[src/rtl/bot_motion_fsm.sv]
// Warehouse bot navigation FSM driving the shared 3-bit state bus (PICK_BOX = 101 for the claw).
// Latency: 1 cycle from sampled inputs to registered outputs; no backpressure, inputs are levels.
module bot_motion_fsm #(
    parameter int PICK_CYCLES  = 8,
    parameter int DROP_CYCLES  = 8,
    parameter int OBST_TIMEOUT = 16,
    parameter int CNT_W        = 8
) (
    input  logic             clk,
    input  logic             rst_n,
    input  logic             start,
    input  logic             halt,
    input  logic             obstacle,
    input  logic             box_detected,
    input  logic             at_drop_zone,
    input  logic             line_left,
    input  logic             line_right,
    input  logic             clear_fault,
    output logic [2:0]       state,
    output logic             carrying,
    output logic [CNT_W-1:0] box_count,
    output logic             fault
);

    localparam int MAXC_A = (PICK_CYCLES > DROP_CYCLES) ? PICK_CYCLES : DROP_CYCLES;
    localparam int MAXC   = (MAXC_A > OBST_TIMEOUT) ? MAXC_A : OBST_TIMEOUT;
    localparam int CW     = $clog2(MAXC + 1);

    localparam logic [CW-1:0] PICK_LAST = CW'(PICK_CYCLES - 1);
    localparam logic [CW-1:0] DROP_LAST = CW'(DROP_CYCLES - 1);
    localparam logic [CW-1:0] OBST_LAST = CW'(OBST_TIMEOUT - 1);

    typedef enum logic [2:0] {
        IDLE          = 3'b000,
        MOVE          = 3'b001,
        TURN_LEFT     = 3'b010,
        TURN_RIGHT    = 3'b011,
        OBSTACLE_WAIT = 3'b100,
        PICK_BOX      = 3'b101,
        DROP_BOX      = 3'b110,
        FAULT         = 3'b111
    } state_t;

    state_t           state_q, state_d;
    logic [CW-1:0]    cnt_q, cnt_d;
    logic             carrying_q, carrying_d;
    logic [CNT_W-1:0] box_count_q, box_count_d;
    logic             fault_q;

    // The counter is zero in every state that does not count, so each counting state starts from 0.
    always_comb begin
        state_d     = state_q;
        cnt_d       = '0;
        carrying_d  = carrying_q;
        box_count_d = box_count_q;
        case (state_q)
            IDLE: if (start) state_d = MOVE;
            MOVE: begin
                if (halt)                             state_d = IDLE;
                else if (obstacle)                    state_d = OBSTACLE_WAIT;
                else if (!carrying_q && box_detected) state_d = PICK_BOX;
                else if (carrying_q && at_drop_zone)  state_d = DROP_BOX;
                else if (line_left && !line_right)    state_d = TURN_LEFT;
                else if (line_right && !line_left)    state_d = TURN_RIGHT;
            end
            TURN_LEFT: begin
                if (halt)                           state_d = IDLE;
                else if (obstacle)                  state_d = OBSTACLE_WAIT;
                else if (!line_left || line_right)  state_d = MOVE;
            end
            TURN_RIGHT: begin
                if (halt)                           state_d = IDLE;
                else if (obstacle)                  state_d = OBSTACLE_WAIT;
                else if (!line_right || line_left)  state_d = MOVE;
            end
            OBSTACLE_WAIT: begin
                if (!obstacle)               state_d = MOVE;
                else if (cnt_q == OBST_LAST) state_d = FAULT;
                else                         cnt_d   = cnt_q + CW'(1);
            end
            PICK_BOX: begin
                if (cnt_q == PICK_LAST) begin
                    state_d    = MOVE;
                    carrying_d = 1'b1;
                end else begin
                    cnt_d = cnt_q + CW'(1);
                end
            end
            DROP_BOX: begin
                if (cnt_q == DROP_LAST) begin
                    state_d     = MOVE;
                    carrying_d  = 1'b0;
                    box_count_d = box_count_q + CNT_W'(1);
                end else begin
                    cnt_d = cnt_q + CW'(1);
                end
            end
            FAULT:   if (clear_fault) state_d = IDLE;
            default: state_d = IDLE;
        endcase
    end

    always_ff @(posedge clk or negedge rst_n) begin
        if (!rst_n) begin
            state_q     <= IDLE;
            cnt_q       <= '0;
            carrying_q  <= 1'b0;
            box_count_q <= '0;
            fault_q     <= 1'b0;
        end else begin
            state_q     <= state_d;
            cnt_q       <= cnt_d;
            carrying_q  <= carrying_d;
            box_count_q <= box_count_d;
            fault_q     <= (state_d == FAULT);
        end
    end

    assign state     = state_q;
    assign carrying  = carrying_q;
    assign box_count = box_count_q;
    assign fault     = fault_q;

endmodule

[config.mk]
export PLATFORM = sky130hd
export DESIGN_NAME = bot_motion_fsm
export DESIGN_NICKNAME = d
export VERILOG_FILES = /design/src/rtl/bot_motion_fsm.sv
export SDC_FILE = /design/constraint.sdc
export NUM_CORES = 1
export LEC_CHECK = 0
export CAP_MARGIN = 15
export CELL_PAD_IN_SITES_DETAIL_PLACEMENT = 0
export CELL_PAD_IN_SITES_GLOBAL_PLACEMENT = 1
export CORE_MARGIN = 2
export CORE_UTILIZATION = 34
export CTS_CLUSTER_SIZE = 20
export DETAILED_ROUTE_END_ITERATION = 12
export GPL_TIMING_DRIVEN = 0
export MAX_ROUTING_LAYER = met4
export PLACE_DENSITY = 0.8
export RECOVER_POWER = 100
export SETUP_SLACK_MARGIN = 0.1
export SLEW_MARGIN = 20
export SYNTH_ARGS = -nofsm -noshare
export SYNTH_HDL_FRONTEND = slang
export SYNTH_SLANG_ARGS = --single-unit
[constraint.sdc]
create_clock -name clk -period 1.67 [get_ports clk]
set_input_delay 0.2505 -clock clk [delete_from_list [all_inputs] [get_ports clk]]
set_output_delay 0.2505 -clock clk [all_outputs]
set_load 0.005 [all_outputs]
==> qor.yml, run 1 <==
fin_skew_ns: 0.00981
gr-usage-met2: 0.258
first_pass_iters: 4
end_kind: "register"
power_density_mw_per_mm2: 937
fillers: 310
dpl_worst_slack_ns: -0.104
drtAntennaViolNets: 0
placeableCoreArea_mm2: 0.00305
netlist_instances: 109
cts_tree: "yes"
met3_usage: 0.0384
crit_chain: "ha_4, nand3_4, inv_4, ha_4, nor2b_4, buf_6, nand2_2, o22ai_2, a22oi_1"
r2r_end: "state[0]$_DFF_PN0_"
numCtsBuffers: 3
area_growth_pct: 43.1
maxCapViolations: 0
netlist-cell-type-count: 35
worst-setup-path-type: "register to register"
grt_use_total: 0.161
ff2ff_path_depth: 9
startpoint_type: "register"
power_mw: 1.45
wl_per_cell_um: 13.6
design_area_mm2: 0.00155
setup_violations: 0
worst_path_most_repeated_cell: "ha_4"
cts_buffer_depth: 2
synth-seq-cells: 18
period_minus_slack_ns: 1.60
gr-max-usage-layer: "met2"
grt_max_degree: 19
final.period_utilization: 0.956
outcome: "finished, final reports clean"
synth_top_area_frac: 0.416
finalSetupTns_ns: 0
maxSlewHeadroom: 0.446
netlist_area_mm2: 0.00108
ys_seq_area_frac: 0.416
layout-drive-gt1-share: 0.259
wl_um: 2540
hold_viol: 0
start_util: 0.355
clock-sinks: 18
die_area_mm2: 0.00365
hold_buffers: 0
arrival_ns: 1.79
worstReg2RegStart: "cnt_q[0]$_DFF_PN0_"
placed_cell_area_mm2: 0.00136
routed_via_density: 5.12
synth_top_cell_by_area: "dfrtp_1"
postLayoutSetupSlackWorst_ns: 0.0730
place_inst: 175
drv_slew: 0
drt_iter0_drc: 22
io_buffers: 22
grt.overflow.total: 0
cp.depth: 9
clk_pin_slew_ns: 0.11
timing.fmax_ghz: 0.626
cp_num_buf_inv: 2
cp_max_fo: 4
min_path_type: "input port to asynchronous set/reset pin"
fin_nets: 158
grt_use_met1: 0.199
grt_pass1_vias: 939
cts-htree-levels: 1
grt_pass1_wl_um: 4220
num_rows: 20
avgSynthCellArea_um2: 9.94
antenna_found_initial: 0
crit_family: "flip-flops"
r2r_slack_ns: 0.07
chipWidth_um: 60.5
drc: 0
slowest_delay_ns: 0.43
power_leakage_nw: 0.654
ys_warn_count: 0
rsz0062_at_grt: "yes"
gp_congestion: 0.805
insertion_delay_ns: 0.31
io_pins: 23
crit_required_ns: 1.86
syn_nets: 123
hpwl_um: 1720
die_h_um: 60.5
antenna_cells: 0
via_count: 958
synth.area.top_cells: "dfrtp_1, xnor2_1, ha_1"
ctsRootBufferMaster: "clkbuf_4"
tightest_slew_ns: 0.829
cp_slowest_cell: "dfrtp_1"
stdcell_count: 187
peakVddDrop_mv: 0.520
[layout by cell type, fill, tap and decap left out, drive strengths merged, types with 5 or more instances in the layout]
cell type | Yosys | routed
clkdlybuf4s50 | 0 | 21
nand2 | 6 | 6
dfrtp | 18 | 18
xnor2 | 7 | 7
nor3 | 6 | 6
buf | 1 | 9
nor2 | 8 | 8
and3 | 5 | 5
nor2b | 5 | 5
inv | 5 | 5
clkbuf | 2 | 6
[routing by layer]
| layer | share of wire | wire length [um] | vias to the layer above |
|---|---|---|---|
| met1 | 0.44 | 1110 | 450 |
| met5 | 0 | 0 | - |
| met2 | 0.50 | 1280 | 32 |
| met4 | 0.0067 | 17 | 0 |
| met3 | 0.056 | 143 | 4 |
| li1 | - | - | 472 |
[sequential cells by signal (all words and copies together) (netlist names)]
| signal | cells |
|---|---|
| box_count | 8 |
| state | 3 |
| carrying | 1 |
| fault | 1 |
| cnt_q | 5 |
[power by group]
group	switching (mW)	internal [mW]	total, mW
Clock	0.147	0.133	0.280
Combinational	0.337	0.292	0.629
Sequential	0.0604	0.483	0.543
Total	0.544	0.908	1.45
[kinds of logic (layout without fill, tap and decap cells)]
logic type      Yosys count  in the layout  synth area share
flops                    18             18             0.416
mux                       1              1            0.0104
xor+xnor                  9              9            0.0728
compound gates           24             24             0.148
simple gates             45             45             0.261
fa+ha+maj                 4              4            0.0462
buf+inv                   8             42            0.0462
[through the flow]
| stage | util | hold WS [ns] |
|---|---|---|
| after floorplan | - | -0.0451 |
| after global placement | 0.447 | 0.456 |
| after detailed placement | 0.447 | 0.464 |
| after CTS | 0.488 | 0.433 |
| after global routing | 0.508 | 0.492 |
| final | 0.508 | 0.475 |
[synthesized netlist by cell type]
cell type and count:
ha_1 4, nand4bb_4 1, or2b_4 1, nand3_1 4, mux2_2 1, and4_1 1, o21a_1 1, xnor2_1 7
and4bb_2 1, buf_6 1, nor2b_1 5, nand2b_1 3, nand4_1 3, o31ai_1 3, a22oi_1 1, a211o_1 2
inv_1 4, and3_2 1, o22ai_1 2, nor2_1 8, nor3_4 1, xor2_1 2, o21ai_0 4, nor3b_1 1
inv_12 1, a211oi_1 3, a31oi_1 2, nand2_1 6, a2bb2oi_1 1, and3_1 4, dfrtp_1 18, nor3_1 5
a21oi_1 4, clkbuf_1 2, a32oi_1 1
[final cells by class]
class | instances | area [um^2] | area share
repair buffers | 30 | 284 | 0.183
well taps | 44 | 55.1 | 0.0355
plain buffers | 3 | 20.0 | 0.0129
multi-input cells | 83 | 666 | 0.429
flip-flops and latches | 18 | 455 | 0.294
clock buffers | 4 | 36.3 | 0.0234
inverters | 5 | 33.8 | 0.0218
[how the worst max path moves through the flow]
stage | from | end | slack (ns)
after floorplan | cnt_q[0]$_DFF_PN0_ | cnt_q[0]$_DFF_PN0_ | 0.12
after global placement | cnt_q[0]$_DFF_PN0_ | state[0]$_DFF_PN0_ | -0.04
after detailed placement | cnt_q[0]$_DFF_PN0_ | state[0]$_DFF_PN0_ | -0.10
after CTS | cnt_q[0]$_DFF_PN0_ | state[0]$_DFF_PN0_ | 0.08
after global routing | cnt_q[0]$_DFF_PN0_ | state[0]$_DFF_PN0_ | -0.02
final | cnt_q[0]$_DFF_PN0_ | state[0]$_DFF_PN0_ | 0.07
[timing repair]
item	in CTS	in global routing
resized for setup	13	10
pin swaps	4	8
setup buffers	4	4
endpoints found under the setup margin	15	16
(Power assumes the default switching activity.)
==> run 2: changes to the inputs <==
--- a/config.mk
+++ b/config.mk
@@ -10,12 +10,14 @@
 export CELL_PAD_IN_SITES_GLOBAL_PLACEMENT = 1
 export CORE_MARGIN = 2
 export CORE_UTILIZATION = 34
+export CTS_CLUSTER_DIAMETER = 80
 export CTS_CLUSTER_SIZE = 20
 export DETAILED_ROUTE_END_ITERATION = 12
 export GPL_TIMING_DRIVEN = 0
 export MAX_ROUTING_LAYER = met4
 export PLACE_DENSITY = 0.8
 export RECOVER_POWER = 100
+export REMOVE_ABC_BUFFERS = 1
 export SETUP_SLACK_MARGIN = 0.1
 export SLEW_MARGIN = 20
 export SYNTH_ARGS = -nofsm -noshare
==> constraint.sdc (replaced) <==
create_clock -name clk -period 1.45 [get_ports clk]
set_input_delay 0.2175 -clock clk [delete_from_list [all_inputs] [get_ports clk]]
set_output_delay 0.2175 -clock clk [all_outputs]
set_load 0.005 [all_outputs]
==> run 2 against run 1 <==
The flow now finishes with violations (negative setup slack). Critical path type unchanged. Core utilization grew 7.3 points. Highest routed layer unchanged. Critical endpoint is now cnt_q[0]$_DFF_PN0_. Clock power is 10% higher. Design area is 14% higher. Largest power group unchanged.
==> qor.yml, run 2 (synthesized netlist as in run 1, its figures left out) <==
drt_iter0_drc: 56
wl_um: 2940
fillers: 298
via_count: 1062
hold_buffers: 0
rsz0062_at_grt: "yes"
die_h_um: 60.5
routed_via_density: 5.08
fin_skew_ns: 0.00327
fin_util: 0.580
cts_buffer_depth: 2
die_area_mm2: 0.00365
power_leakage_nw: 0.866
grt_pass1_vias: 1055
regArea_um2: 454
wl_per_cell_um: 14.1
ctsRootBufferMaster: "clkbuf_4"
num_rows: 20
grt_max_degree: 19
clock-sinks: 18
placeableCoreArea_mm2: 0.00305
peakVddDrop_mv: 0.629
largest_reg_flops: 8
gp_congestion: 0.823
maxSlewHeadroom: 0.447
setup_violations: 14
grt.overflow.total: 0
drc: 0
startpoint_type: "register"
grt_pass1_wl_um: 4800
drtAntennaViolNets: 0
violations: "negative setup slack"
hpwl_um: 1710
antenna_cells: 0
area_growth_pct: 63.5
timing.fmax_ghz: 0.644
worst-setup-path-type: "register to register"
io_buffers: 22
tightest_slew_ns: 0.826
r2r_slack_ns: -0.10
maxCapViolations: 0
outcome: "finished with violations"
fin_nets: 180
clk_pin_slew_ns: 0.10
power_density_mw_per_mm2: 1080
layout-drive-gt1-share: 0.412
io_pins: 23
final.period_utilization: 1.07
end_kind: "register"
numCtsBuffers: 3
start_util: 0.355
final_common_cell: "buf_4"
period_minus_slack_ns: 1.55
hold_viol: 0
antenna_found_initial: 0
grt_use_total: 0.184
multi_input_area_um2: 716
cp_max_fo: 3
insertion_delay_ns: 0.30
first_pass_iters: 4
chipWidth_um: 60.5
postLayoutSetupSlackWorst_ns: -0.102
whs_ns: 0.453
min_path_type: "input port to asynchronous set/reset pin"
cts-htree-levels: 1
crit_required_ns: 1.68
arrival_ns: 1.78
dpl_worst_slack_ns: -0.394
drv_slew: 0
final_cell_mix: "buf_4, dfrtp_1, dlygate4sd2_1"
cts_tree: "yes"
==> run 2: worst paths after layout <==
| path | start | endpoint | cells after the start |
|---|---|---|---|
| max | cnt_q[0]$_DFF_PN0_ | cnt_q[0]$_DFF_PN0_ | 8 |
| min reg2reg | box_count[7]$_DFFE_PN0P_ | box_count[7]$_DFFE_PN0P_ | 2 |
| min | rst_n | box_count[1]$_DFFE_PN0P_ | 1 |
| max reg2reg | cnt_q[0]$_DFF_PN0_ | cnt_q[0]$_DFF_PN0_ | 8 |
| min in group clk | box_count[7]$_DFFE_PN0P_ | box_count[7]$_DFFE_PN0P_ | 2 |
| max in group asynchronous | rst_n | state[2]$_DFF_PN0_ | 1 |
==> run 2: layout make-up <==
type	count	share of cell area
multi-input combinational	83	0.404
timing repair buffer	55	0.270
sequential	18	0.256
tap	44	0.0311
clock buffer	4	0.0205
inverter	5	0.0177
==> run 2: timing repair <==
| item | 4_1_cts | 5_1_grt |
|---|---|---|
| gates cloned | 0 | 0 |
| gates resized for setup | 41 | 16 |
| buffers inserted | 26 | 8 |
| pin swaps | 15 | 25 |
| endpoints found under the setup margin | 31 | 18 |
==> run 2: per-stage QoR <==
step / area [um^2] / total power, mW / instances / setup TNS, ns
floorplan: 1060 / 1.01 / 106 / -0.971
detailed placement: 1340 / 1.21 / 172 / -3.27
global placement: 1340 / 1.20 / 172 / -2.96
global route: 1770 / 2.05 / 209 / -2.04
finish: 1770 / 1.91 / 209 / -0.767
CTS: 1650 / 1.83 / 202 / -0.676
==> run 2: worst max-delay path, cell delays in order (launching register included) <==
cell	delay, ns
dfrtp_1	0.42
ha_4	0.19
nand3_2	0.08
inv_2	0.05
ha_4	0.17
nor2b_4	0.17
a21oi_2	0.09
a2bb2oi_2	0.15
nor3b_2	0.17
==> run 2: per-layer routing <==
metal | part of all wire | global-route usage
met5 | 0 | -
met4 | 0.011 | 0.0870
met3 | 0.042 | 0.0341
met2 | 0.53 | 0.312
met1 | 0.41 | 0.211
==> run 2: report_power, final <==
group          switching [mW]  internal (mW)
Sequential             0.0585          0.559
Clock                   0.156          0.153
Combinational           0.478          0.509
==> run 3: changes to the inputs <==
--- a/config.mk
+++ b/config.mk
@@ -9,13 +9,14 @@
 export CELL_PAD_IN_SITES_DETAIL_PLACEMENT = 0
 export CELL_PAD_IN_SITES_GLOBAL_PLACEMENT = 1
 export CORE_MARGIN = 2
-export CORE_UTILIZATION = 34
+export CORE_UTILIZATION = 36
+export CTS_BUF_LIST = sky130_fd_sc_hd__clkbuf_8
 export CTS_CLUSTER_DIAMETER = 80
 export CTS_CLUSTER_SIZE = 20
 export DETAILED_ROUTE_END_ITERATION = 12
 export GPL_TIMING_DRIVEN = 0
 export MAX_ROUTING_LAYER = met4
-export PLACE_DENSITY = 0.8
+export PLACE_DENSITY = 0.83
 export RECOVER_POWER = 100
 export REMOVE_ABC_BUFFERS = 1
 export SETUP_SLACK_MARGIN = 0.1
@@ -23,3 +24,4 @@
 export SYNTH_ARGS = -nofsm -noshare
 export SYNTH_HDL_FRONTEND = slang
 export SYNTH_SLANG_ARGS = --single-unit
+export TNS_END_PERCENT = 50
==> run 3 against run 2 <==
Die area decreased by 5.2%. Worst hold slack improved by 0.019 ns. Largest power group unchanged. Maximum frequency decreased by 0.53%. Highest routed layer unchanged. Count of clock-buffer cells in the layout unchanged. The run still ends with negative setup slack left. Sequential power about the same.
==> qor.yml, run 3 (synthesized netlist as in run 1, its figures left out) <==
outcome: "finished with violations"
violations: "negative setup slack"
p_clk_frac: 0.217
fin_skew_ns: 0.00457
peakVddDrop_mv: 0.584
worst_path_most_repeated_cell: "ha_4"
maxSlewHeadroom: 0.470
die_h_um: 58.9
start_util: 0.386
setup_violations: 6
hold_buffers: 0
final.period_utilization: 1.08
layout-drive-gt1-share: 0.351
drc: 0
pwr-share-comb: 0.460
die_area_mm2: 0.00346
wl_um: 2590
worst-setup-path-type: "register to register"
worstReg2RegStart: "cnt_q[0]$_DFF_PN0_"
grt.overflow.total: 0
power_leakage_nw: 0.741
place_inst: 159
grt_pass1_vias: 1010
largest_reg_flops: 8
chipWidth_um: 58.9
hp-start: "box_count[7]$_DFFE_PN0P_"
antenna_cells: 0
clk_pin_slew_ns: 0.07
drv_slew: 0
crit_required_ns: 1.63
finalSetupTns_ns: -0.403
io_buffers: 22
rsz0062_at_grt: "yes"
placed_cell_area_mm2: 0.00132
timing.fmax_ghz: 0.641
postLayoutSetupSlackWorst_ns: -0.110
fillers: 251
design_area_mm2: 0.00163
io_pins: 23
via_count: 973
insertion_delay_ns: 0.26
num_rows: 19
gp_congestion: 0.855
power_mw: 1.91
p_seq_frac: 0.323
antenna_found_initial: 0
crit_family: "simple AND/OR/NAND/NOR gates"
area_growth_pct: 50.0
p_sw_frac: 0.363
cts-htree-levels: 1
fin_nets: 163
tightest_slew_ns: 0.792
whs_ns: 0.472
period_minus_slack_ns: 1.56
cp.depth: 8
fin_util: 0.579
drt_iter0_drc: 32
grt_use_total: 0.181
wl_per_cell_um: 14.5
drtAntennaViolNets: 0
cp_slowest_cell: "dfrtp_1"
routed_via_density: 5.44
end_kind: "register"
min_path_cells: 1
cp_max_fo: 4
switchingPower_mw: 0.692
first_pass_iters: 6
cts_tree: "yes"
crit_chain: "ha_4, nand3_2, inv_2, ha_4, nor2b_4, a21oi_2, a2bb2oi_2, nor3b_2"
crit_path_start: "cnt_q[0]$_DFF_PN0_"
grt_pass1_wl_um: 4530
startpoint_type: "register"
grt_max_degree: 19
dpl_worst_slack_ns: -0.437
intPower_mw: 1.22
min_path_type: "register to register"
final_cell_mix: "dfrtp_1, buf_4, dlygate4sd2_1"
ctsRootBufferMaster: "clkbuf_8"
power_density_mw_per_mm2: 1170
cts_buffer_depth: 2
slowest_delay_ns: 0.41
clock-sinks: 18
maxCapViolations: 0
hold_viol: 0
stdcell_count: 179
placeableCoreArea_mm2: 0.00281
numCtsBuffers: 3
ff2ff_path_depth: 8
hpwl_um: 1660
arrival_ns: 1.74
cp_num_buf_inv: 1
==> run 3: what timing repair did <==
item / 4_1_cts / 5_1_grt
setup buffers: 16 / 0
pin swaps: 14 / 5
resized for setup: 37 / 10
endpoints found under the setup margin: 29 / 20
cloned: 0 / 0
==> run 3: worst reg2reg max path: cells and delay by family, from the launching register on <==
family | cells | cell delay, ns
adder cells (fa/ha/maj) | 2 | 0.35
buffers and inverters | 1 | 0.05
AO/OA/AOI/OAI | 2 | 0.23
AND/OR/NAND/NOR | 3 | 0.44
flip-flops | 1 | 0.41
==> run 3: cell type report <==
| cell class | count | area (um^2) | share of cell area |
|---|---|---|---|
| repair buffers | 38 | 335 | 0.206 |
| clock buffers | 4 | 55.1 | 0.0339 |
| multi-input cells | 83 | 709 | 0.436 |
| well taps | 31 | 38.8 | 0.0239 |
| flip-flops and latches | 18 | 455 | 0.280 |
| inverters | 5 | 31.3 | 0.0192 |
==> run 3: final timing paths <==
path	to	slack (ns)
max	cnt_q[0]$_DFF_PN0_	-0.11
min	box_count[7]$_DFFE_PN0P_	0.47
max reg2reg	cnt_q[0]$_DFF_PN0_	-0.11
min reg2reg	box_count[7]$_DFFE_PN0P_	0.47
max in group asynchronous	state[1]$_DFF_PN0_	0.42
min in group asynchronous	cnt_q[2]$_DFF_PN0_	0.49
==> run 3: metal layers <==
layer / global-route usage / share of wire / vias to the layer above
met3: 0.0198 / 0.041 / 6
met2: 0.279 / 0.47 / 31
met1: 0.228 / 0.47 / 458
met5: - / 0 / -
li1: - / - / 478
met4: 0.107 / 0.022 / 0
==> run 3: power groups by stage <==
stage	clock network (mW)	registers, mW	logic [mW]
final	0.414	0.617	0.879
after global routing	0.441	0.622	0.975
after CTS	0.421	0.614	0.811
after detailed placement	0	0.719	0.494
after global placement	0	0.716	0.483
after floorplan	0	0.688	0.320
